[src/rtl/fft_frame_arbiter.sv]
// Shares one streaming FFT core between two sample requesters, one whole frame at a time,
// and tags returned frames with their owner. Define FFT_ARB_CFG_CACHE_EN to skip repeated configs.
module fft_frame_arbiter #(
   parameter int FFT_LEN     = 256,
   parameter int CFG_LATENCY = 4,
   parameter bit FWD_INV0    = 1'b1,
   parameter bit FWD_INV1    = 1'b0
) (
   input  logic        aclk,
   input  logic        areset,
   input  logic [31:0] s0_axis_tdata,
   input  logic        s0_axis_tvalid,
   input  logic        s0_axis_tlast,
   output logic        s0_axis_tready,
   input  logic [31:0] s1_axis_tdata,
   input  logic        s1_axis_tvalid,
   input  logic        s1_axis_tlast,
   output logic        s1_axis_tready,
   output logic [23:0] m_axis_cfg_tdata,
   output logic        m_axis_cfg_tvalid,
   input  logic        m_axis_cfg_tready,
   output logic [31:0] m_axis_fft_tdata,
   output logic        m_axis_fft_tvalid,
   output logic        m_axis_fft_tlast,
   input  logic        m_axis_fft_tready,
   input  logic [31:0] s_axis_res_tdata,
   input  logic        s_axis_res_tvalid,
   input  logic        s_axis_res_tlast,
   output logic        s_axis_res_tready,
   output logic [31:0] m_axis_res_tdata,
   output logic        m_axis_res_tvalid,
   output logic        m_axis_res_tlast,
   output logic        m_axis_res_tid,
   input  logic        m_axis_res_tready,
   output logic        frame_trunc,
   output logic        res_orphan
);
   // state    | meaning
   // IDLE     | no frame in progress; arbitrate when the owner FIFO has room
   // CONFIG   | config word presented to the core, waiting for its handshake
   // CFG_WAIT | settle delay between config and the first data beat
   // XFER     | owner samples passed straight through to the core
   // PAD      | zero beats fill the frame up to FFT_LEN

   localparam int LOG2_LEN = $clog2(FFT_LEN);
   localparam int CNT_W    = LOG2_LEN + 1;
   localparam int WAIT_W   = (CFG_LATENCY < 2) ? 1 : $clog2(CFG_LATENCY + 1);

   typedef enum logic [2:0] {IDLE, CONFIG, CFG_WAIT, XFER, PAD} state_t;

   state_t            state, state_nxt;
   logic              owner;
   logic              last_grant;
   logic [CNT_W-1:0]  beat_cnt;
   logic [WAIT_W-1:0] wait_cnt;
   logic [1:0]        fifo_mem;
   logic              fifo_wr;
   logic              fifo_rd;
   logic [1:0]        fifo_cnt;

   logic        grant;
   logic        grant_sel;
   logic        cache_hit;
   logic        fifo_empty;
   logic        fifo_full;
   logic        fft_hs;
   logic        cfg_hs;
   logic        res_hs;
   logic        res_pop;
   logic        owner_tlast;
   logic [23:0] word_owner;

   function automatic logic [23:0] cfg_word(input logic sel);
      logic [23:0] w;
      w      = '0;
      w[4:0] = 5'(LOG2_LEN);
      w[8]   = sel ? FWD_INV1 : FWD_INV0;
      return w;
   endfunction

   assign fifo_empty  = (fifo_cnt == 2'd0);
   assign fifo_full   = (fifo_cnt == 2'd2);
   assign grant_sel   = (s0_axis_tvalid && s1_axis_tvalid) ? ~last_grant : s1_axis_tvalid;
   assign grant       = (state == IDLE) && (s0_axis_tvalid || s1_axis_tvalid) && !fifo_full;
   assign word_owner  = cfg_word(owner);
   assign owner_tlast = owner ? s1_axis_tlast : s0_axis_tlast;
   assign fft_hs      = m_axis_fft_tvalid && m_axis_fft_tready;
   assign cfg_hs      = m_axis_cfg_tvalid && m_axis_cfg_tready;

`ifdef FFT_ARB_CFG_CACHE_EN
   logic [23:0] cache_word;
   logic        cache_vld;
   logic [23:0] word_sel;

   assign word_sel  = cfg_word(grant_sel);
   assign cache_hit = cache_vld && (cache_word == word_sel);

   always_ff @(posedge aclk or posedge areset) begin
      if (areset) begin
         cache_word <= '0;
         cache_vld  <= 1'b0;
      end else if (cfg_hs) begin
         cache_word <= word_owner;
         cache_vld  <= 1'b1;
      end
   end
`else
   assign cache_hit = 1'b0;
`endif

   always_comb begin
      state_nxt         = state;
      s0_axis_tready    = 1'b0;
      s1_axis_tready    = 1'b0;
      m_axis_cfg_tvalid = 1'b0;
      m_axis_cfg_tdata  = '0;
      m_axis_fft_tdata  = '0;
      m_axis_fft_tvalid = 1'b0;
      m_axis_fft_tlast  = 1'b0;
      frame_trunc       = 1'b0;
      case (state)
         IDLE: begin
            if (grant) state_nxt = cache_hit ? XFER : CONFIG;
         end
         CONFIG: begin
            m_axis_cfg_tvalid = 1'b1;
            m_axis_cfg_tdata  = word_owner;
            if (m_axis_cfg_tready) state_nxt = (CFG_LATENCY == 0) ? XFER : CFG_WAIT;
         end
         CFG_WAIT: begin
            if (wait_cnt == WAIT_W'(1)) state_nxt = XFER;
         end
         XFER: begin
            m_axis_fft_tdata  = owner ? s1_axis_tdata : s0_axis_tdata;
            m_axis_fft_tvalid = owner ? s1_axis_tvalid : s0_axis_tvalid;
            m_axis_fft_tlast  = (beat_cnt == CNT_W'(1));
            if (owner) s1_axis_tready = m_axis_fft_tready;
            else       s0_axis_tready = m_axis_fft_tready;
            if (fft_hs) begin
               // A frame that runs to FFT_LEN without tlast is cut; the rest waits for a new grant
               if (beat_cnt == CNT_W'(1)) begin
                  state_nxt   = IDLE;
                  frame_trunc = !owner_tlast;
               end else if (owner_tlast) begin
                  state_nxt = PAD;
               end
            end
         end
         PAD: begin
            m_axis_fft_tvalid = 1'b1;
            m_axis_fft_tlast  = (beat_cnt == CNT_W'(1));
            if (fft_hs && beat_cnt == CNT_W'(1)) state_nxt = IDLE;
         end
         default: state_nxt = IDLE;
      endcase
   end

   always_ff @(posedge aclk or posedge areset) begin
      if (areset) begin
         state      <= IDLE;
         owner      <= 1'b0;
         last_grant <= 1'b1;
         beat_cnt   <= '0;
         wait_cnt   <= '0;
      end else begin
         state <= state_nxt;
         if (grant) begin
            owner      <= grant_sel;
            last_grant <= grant_sel;
            beat_cnt   <= CNT_W'(FFT_LEN);
         end else if (fft_hs) begin
            beat_cnt <= beat_cnt - CNT_W'(1);
         end
         if (cfg_hs)                 wait_cnt <= WAIT_W'(CFG_LATENCY);
         else if (state == CFG_WAIT) wait_cnt <= wait_cnt - WAIT_W'(1);
      end
   end

   // Owner FIFO: one entry per frame handed to the core, retired on the result tlast
   assign res_hs            = s_axis_res_tvalid && m_axis_res_tready;
   assign res_pop           = res_hs && s_axis_res_tlast && !fifo_empty;
   assign res_orphan        = res_hs && fifo_empty;
   assign m_axis_res_tdata  = s_axis_res_tdata;
   assign m_axis_res_tvalid = s_axis_res_tvalid;
   assign m_axis_res_tlast  = s_axis_res_tlast;
   assign s_axis_res_tready = m_axis_res_tready;
   assign m_axis_res_tid    = fifo_empty ? 1'b0 : fifo_mem[fifo_rd];

   always_ff @(posedge aclk or posedge areset) begin
      if (areset) begin
         fifo_mem <= '0;
         fifo_wr  <= 1'b0;
         fifo_rd  <= 1'b0;
         fifo_cnt <= '0;
      end else begin
         if (grant) begin
            fifo_mem[fifo_wr] <= grant_sel;
            fifo_wr           <= ~fifo_wr;
         end
         if (res_pop) fifo_rd <= ~fifo_rd;
         case ({grant, res_pop})
            2'b10:   fifo_cnt <= fifo_cnt + 2'd1;
            2'b01:   fifo_cnt <= fifo_cnt - 2'd1;
            default: fifo_cnt <= fifo_cnt;
         endcase
      end
   end

endmodule
[config.mk]
export PLATFORM = sky130hd
export DESIGN_NAME = fft_frame_arbiter
export DESIGN_NICKNAME = d
export VERILOG_FILES = /design/src/rtl/fft_frame_arbiter.sv
export SDC_FILE = /design/constraint.sdc
export NUM_CORES = 1
export LEC_CHECK = 0
export ABC_CLOCK_PERIOD_IN_PS = 4240
export BUFFER_PORTS_ARGS = -buffer_cell sky130_fd_sc_hd__buf_2
export CAP_MARGIN = 5
export CELL_PAD_IN_SITES_DETAIL_PLACEMENT = 0
export CELL_PAD_IN_SITES_GLOBAL_PLACEMENT = 1
export CORE_MARGIN = 4
export CORE_UTILIZATION = 27
export DETAILED_ROUTE_END_ITERATION = 10
export GPL_TIMING_DRIVEN = 0
export PLACE_DENSITY = 0.92
export RECOVER_POWER = 50
export SETUP_SLACK_MARGIN = 0.05
export SLEW_MARGIN = 5
export SYNTH_ARGS = -nofsm -noshare
export SYNTH_HDL_FRONTEND = slang
export SYNTH_SLANG_ARGS = --single-unit
export TNS_END_PERCENT = 5
[constraint.sdc]
create_clock -name aclk -period 4.24 [get_ports aclk]
set_input_delay 0.212 -clock aclk [delete_from_list [all_inputs] [get_ports aclk]]
set_output_delay 0.212 -clock aclk [all_outputs]
set_load 0.02 [all_outputs]
After elaboration in Yosys (flattened, before gate mapping)
Index checks and enable logic that the tools add are counted.

cells by class
  $add $sub $neg = 4
  order comparisons = 3
  equal/unequal tests = 15
  mux-type cells = 36
  bitwise gates (word level) = 3
  reduce and logical (&&, ||, !) cells = 22

operator list
  cell                                                                    count
  32-bit two-way mux                                                      2
  3-bit two-way mux                                                       9
  9-bit two-way mux                                                       3
  1-bit two-way mux                                                       17
  3-bit one-hot mux with 5 select lines                                   1
  1-bit logical AND                                                       11
  2-bit inequality test (second input constant)                           5
  9-bit by 1-bit equality test with 1-bit output (second input constant)  1
  9-bit by 1-bit subtractor with 9-bit output (second input constant)     1
  3-bit by 1-bit equality test with 1-bit output (second input constant)  2
  3-bit by 2-bit equality test with 1-bit output (second input constant)  2
  6-bit AND reduction                                                     1
  2-bit nonzero test                                                      3
  2-bit equality test (second input constant)                             2
  1-bit by 2-bit < comparator with 1-bit output (second input constant)   2
  2-bit one-hot mux with 2 select lines                                   1
  3-bit equality test (second input constant)                             1
  1-bit zero test                                                         3
  3-bit zero test                                                         1
  3-bit inequality test (second input constant)                           1
  1-bit NOT                                                               3
  3-bit by 1-bit subtractor with 3-bit output (second input constant)     1
  2-bit by 1-bit adder with 2-bit output (second input constant)          1
  2-bit bitwise mux                                                       1
  8 further kinds                                                         8

word-level totals
  register bits = 23
  input bits = 107
  output and inout port bits = 99
  word-level logic and storage cells = 92

Longest topological paths before layout
  depth after elaboration = 6
  mapped depth = 8
  mapped depth without buffers = 7

Worst setup path before layout
OpenSTA, ideal clock, no wires.

  kind = flip-flop to output port
  from = register beat_cnt[2]
  to = output frame_trunc
  arrival time = 2,037 ps
  required time = 4,028 ps
  path slack = 1,991 ps
  stages on the path, launching flop included = 5
  buffers on the path = 1
  path through = dfrtp_1 > or4_1 > buf_2 > or4_1 > nor4b_2

between the ends
  longest elaborated chain between the ends = 4

RTL lines
  element                                         RTL line  RTL
  start: declaration                              54        logic [CNT_W-1:0] beat_cnt;
  start signal: assignment                        170       beat_cnt <= CNT_W'(FFT_LEN);
  start signal: assignment                        172       beat_cnt <= beat_cnt - CNT_W'(1);
  9-bit by 1-bit equality test with 1-bit output  141       if (beat_cnt == CNT_W'(1)) begin
  1-bit two-way mux                               141
  1-bit two-way mux                               139       if (fft_hs) begin
  1-bit two-way mux                               121       case (state)
  end: declaration                                35        output logic frame_trunc,

No other way between the ends.

Worst setup path after layout
Ends and elaborated chain as after synthesis.

==> metrics.txt <==
# TYPE chip_impl_metric gauge
chip_impl_metric{name="fraction_of_the_yosys_area_taken_by_sequential_cells",unit=""} 0.256
chip_impl_metric{name="critical_path_arrival",unit="ns"} 2.40
chip_impl_metric{name="global_route.usage.total",unit=""} 0.132
chip_impl_metric{name="detail_route.drc_violations",unit=""} 0
chip_impl_metric{name="power.density_cell_area",unit="nW/um^2"} 544
chip_impl_metric{name="antenna_found_initial",unit=""} 0
chip_impl_metric{name="design.final.nets",unit=""} 566
chip_impl_metric{name="dp_hpwl",unit="mm"} 6.06
chip_impl_metric{name="timing.final.max_slew_violations",unit=""} 0
chip_impl_metric{name="area_growth_syn_to_fin",unit="%"} 42.8
chip_impl_metric{name="drt-wirelength-per-cell",unit="um"} 12.8
chip_impl_info{name="rsz0062_at_grt",value="false"} 1
chip_impl_metric{name="die_area",unit="um^2"} 9880
chip_impl_metric{name="setup_tns",unit="ns"} 0
chip_impl_metric{name="antenna_cells",unit=""} 0
chip_impl_metric{name="wl",unit="mm"} 7.12
chip_impl_metric{name="cts_hold_repair.buffers",unit=""} 0
chip_impl_metric{name="synthesis.area",unit="um^2"} 2260
chip_impl_metric{name="vias_per_cell",unit=""} 4.32
chip_impl_metric{name="antenna_left",unit=""} 0
chip_impl_metric{name="ys_warn_count",unit=""} 0
chip_impl_metric{name="fillCellCount",unit=""} 912
chip_impl_info{name="root_buffer",value="clkbuf_8"} 1
chip_impl_metric{name="cap_viol_max_count",unit=""} 0
chip_impl_metric{name="initial_utilization",unit=""} 0.276
chip_impl_metric{name="share_of_the_synthesized_area_in_the_top_cell_type",unit=""} 0.244
chip_impl_metric{name="clk_transition_reported_paths",unit="ns"} 0.08
chip_impl_info{name="timing.critical_path.to_type",value="primary output"} 1
chip_impl_metric{name="maxClockFrequency",unit="MHz"} 383
chip_impl_metric{name="postLayoutSetupSlackWorst",unit="ns"} 1.63
chip_impl_metric{name="cts_inserted_buffers",unit=""} 3
chip_impl_metric{name="core",unit="um^2"} 8180
chip_impl_metric{name="ratio_of_cells_with_drive_above_1_in_the_final_layout",unit=""} 0.400
chip_impl_info{name="critical_path_class",value="flip-flop to primary output"} 1
chip_impl_metric{name="cp_max_fo",unit=""} 7
chip_impl_info{name="hold_path_class",value="input port to asynchronous set/reset pin"} 1
chip_impl_metric{name="worst_r2r_path_depth",unit=""} 8
chip_impl_info{name="cpMaxStageDelayCell",value="or4_1"} 1
chip_impl_metric{name="floorplan.die.height",unit="um"} 99.4
chip_impl_metric{name="detailedPlace.worstSlack",unit="ns"} 1.96
chip_impl_metric{name="routed-via-count",unit=""} 2410
chip_impl_metric{name="critical-path-max-stage-delay",unit="ns"} 0.55
chip_impl_metric{name="async_reset_ff_frac",unit=""} 1.00
chip_impl_metric{name="mean_instance_size_in_the_synthesized_netlist",unit="um^2"} 8.14
chip_impl_metric{name="grt_overflow_total",unit=""} 0
chip_impl_metric{name="timing.reg2reg.setup_slack",unit="ns"} 1.93
chip_impl_metric{name="boundaryPins",unit=""} 206
chip_impl_metric{name="tightest_slew",unit="ns"} 0.872
chip_impl_metric{name="ctsHtreeMaxLevel",unit=""} 1
chip_impl_metric{name="dieWidth",unit="um"} 99.4
chip_impl_metric{name="post_cts_resize_count",unit=""} 0
chip_impl_info{name="worst_setup_path_start_kind",value="flip-flop"} 1
chip_impl_metric{name="max-vdd-ir-drop",unit="mV"} 0.185
chip_impl_metric{name="pin_count_of_the_biggest_net_entering_global_routing",unit=""} 24
chip_impl_info{name="crit_path_end",value="frame_trunc"} 1
chip_impl_info{name="timing.rr.start",value="state[0]"} 1
chip_impl_metric{name="final_hold_viol_count",unit=""} 0
chip_impl_info{name="worst_r2r_end",value="fifo_cnt[1]"} 1
chip_impl_metric{name="gp_routability_congestion",unit=""} 0.787
chip_impl_metric{name="final.period_utilization",unit=""} 0.616
chip_impl_metric{name="grt_first_pass_wirelength",unit="mm"} 10.8
chip_impl_metric{name="cts_setup_buffers",unit=""} 0
chip_impl_info{name="dominantRegCellSynth",value="dfrtp_1"} 1
chip_impl_metric{name="ys_seq_elements",unit=""} 23
chip_impl_metric{name="finalClockSkew",unit="ns"} 0.00411
chip_impl_metric{name="vias_in_the_first_global_route",unit=""} 2293
chip_impl_info{name="yosys-top-cells-area",value="dfrtp_1 24%, buf_4 19%, mux2i_1 16%"} 1
chip_impl_info{name="cts_tree",value="yes"} 1
chip_impl_metric{name="setup_viol",unit=""} 0
chip_impl_metric{name="ys_types",unit=""} 42
chip_impl_metric{name="num_rows",unit=""} 33
chip_impl_info{name="post-synth-top-area-cell",value="dfrtp_1"} 1
chip_impl_metric{name="clkLatencyLatePin",unit="ns"} 0.27
chip_impl_metric{name="leakagePower",unit="nW"} 1.78
chip_impl_metric{name="portBuffers",unit=""} 151
chip_impl_metric{name="synthesis.instances",unit=""} 277
chip_impl_metric{name="dr.first_iter.drc_count",unit=""} 79
chip_impl_info{name="status",value="completed"} 1
chip_impl_info{name="setup.worst_path.start",value="beat_cnt[2]"} 1
chip_impl_metric{name="number_of_iterations_in_the_first_detailed_routing_pass",unit=""} 6
chip_impl_metric{name="synth_edf_count",unit=""} 0
chip_impl_info{name="critical_path_cell_list",value="or4_1 > buf_2 > or4_1 > nor4b_2 > buf_2"} 1
chip_impl_metric{name="worst_slew_margin_rel",unit=""} 0.418
chip_impl_metric{name="cts.path.max_buffers",unit=""} 2
chip_impl_metric{name="clkSinkCount",unit=""} 23
chip_impl_metric{name="worst-endpoint-required",unit="ns"} 4.03
chip_impl_metric{name="finalWorstPathRequiredPeriod",unit="ns"} 2.61
logic make-up after synthesis:
family | count (synthesis) | synth area share
compound gates | 35 | 0.102
xor+xnor | 6 | 0.0233
fa+ha+maj | 5 | 0.0277
buf+inv | 79 | 0.229
flops | 23 | 0.256
mux | 37 | 0.165
other cells | 1 | 0.00166
simple gates | 91 | 0.196
routing by layer:
layer,up-vias,wire length [um],track usage
li1,1215,-,-
met1,1057,2960,0.168
met2,130,3360,0.227
met3,8,711,0.0238
met4,0,83,0.0347
met5,-,0,0
flip-flops by register name (all words and copies together) (netlist names):
register    flops
fifo_rd         1
beat_cnt        9
last_grant      1
wait_cnt        3
fifo_wr         1
fifo_cnt        2
owner           1
state           3
fifo_mem        2
layout make-up:
cell class,instances,area [um^2],area share
tap,105,131,0.0408
inverter,9,33.8,0.0105
sequential,23,577,0.179
multi-input combinational,196,1240,0.385
buffer,70,483,0.150
timing repair buffer,151,709,0.220
clock buffer,4,45.0,0.0140
worst min-delay path by stage:
stage / cells past startpoint / to / from
after global placement: 2 / beat_cnt[1] / areset
after floorplan: 1 / beat_cnt[0] / areset
after detailed placement: 2 / beat_cnt[0] / areset
after CTS: 2 / fifo_cnt[1] / areset
after global routing: 2 / state[2] / m_axis_fft_tready
final: 2 / beat_cnt[8] / areset
power breakdown:
group | total [W] | internal, W | switching (W)
clock | 0.000137 | 0.0000672 | 0.0000701
combinational | 0.00120 | 0.000480 | 0.000715
sequential | 0.000419 | 0.000325 | 0.0000939
total | 0.00175 | 0.000872 | 0.000880
critical path, delay by kind of cell (launching register included):
family / cells / cell delay, ns
and+or+nand+nor: 3 / 1.32
DFF: 1 / 0.44
buffers and inverters: 2 / 0.38
cell usage in the layout, fill, tap and decap left out, types with 2 or more instances in the layout:
cell type / count
nand2b_1: 4
nor3b_1: 4
buf_2: 116
clkbuf_1: 44
a211oi_1: 3
o211ai_1: 2
buf_1: 4
nor2_1: 48
dfrtp_1: 22
xnor2_1: 4
ha_1: 5
and3_1: 2
buf_4: 58
nand3_1: 4
clkbuf_8: 3
nand4b_1: 3
o31ai_1: 3
mux2i_1: 36
a21oi_1: 9
nand2_1: 12
or4_1: 5
nor3_1: 4
o21ai_0: 8
inv_1: 9
conb_1: 22
xor2_1: 2
Yosys cell counts (5+ instances only):
library cell  number
inv_1              9
mux2i_1           36
clkbuf_1           6
a21oi_1            9
or4_1              5
nor2_1            48
buf_4             58
dfrtp_1           22
ha_1               5
nand2_1           12
o21ai_0            8
per-stage QoR:
| stage | util | area (um^2) | power (W) | instances | hold WS [ns] |
|---|---|---|---|---|---|
| floorplan | - | 2330 | 0.00130 | 298 | 0.213 |
| global placement | 0.394 | 3220 | 0.00160 | 554 | 0.434 |
| detailed placement | 0.394 | 3220 | 0.00163 | 554 | 0.445 |
| CTS | 0.400 | 3270 | 0.00177 | 558 | 0.158 |
| global route | 0.394 | 3220 | 0.00190 | 558 | 0.194 |
| finish | 0.394 | 3220 | 0.00175 | 558 | 0.115 |
(Power assumes the default switching activity.)
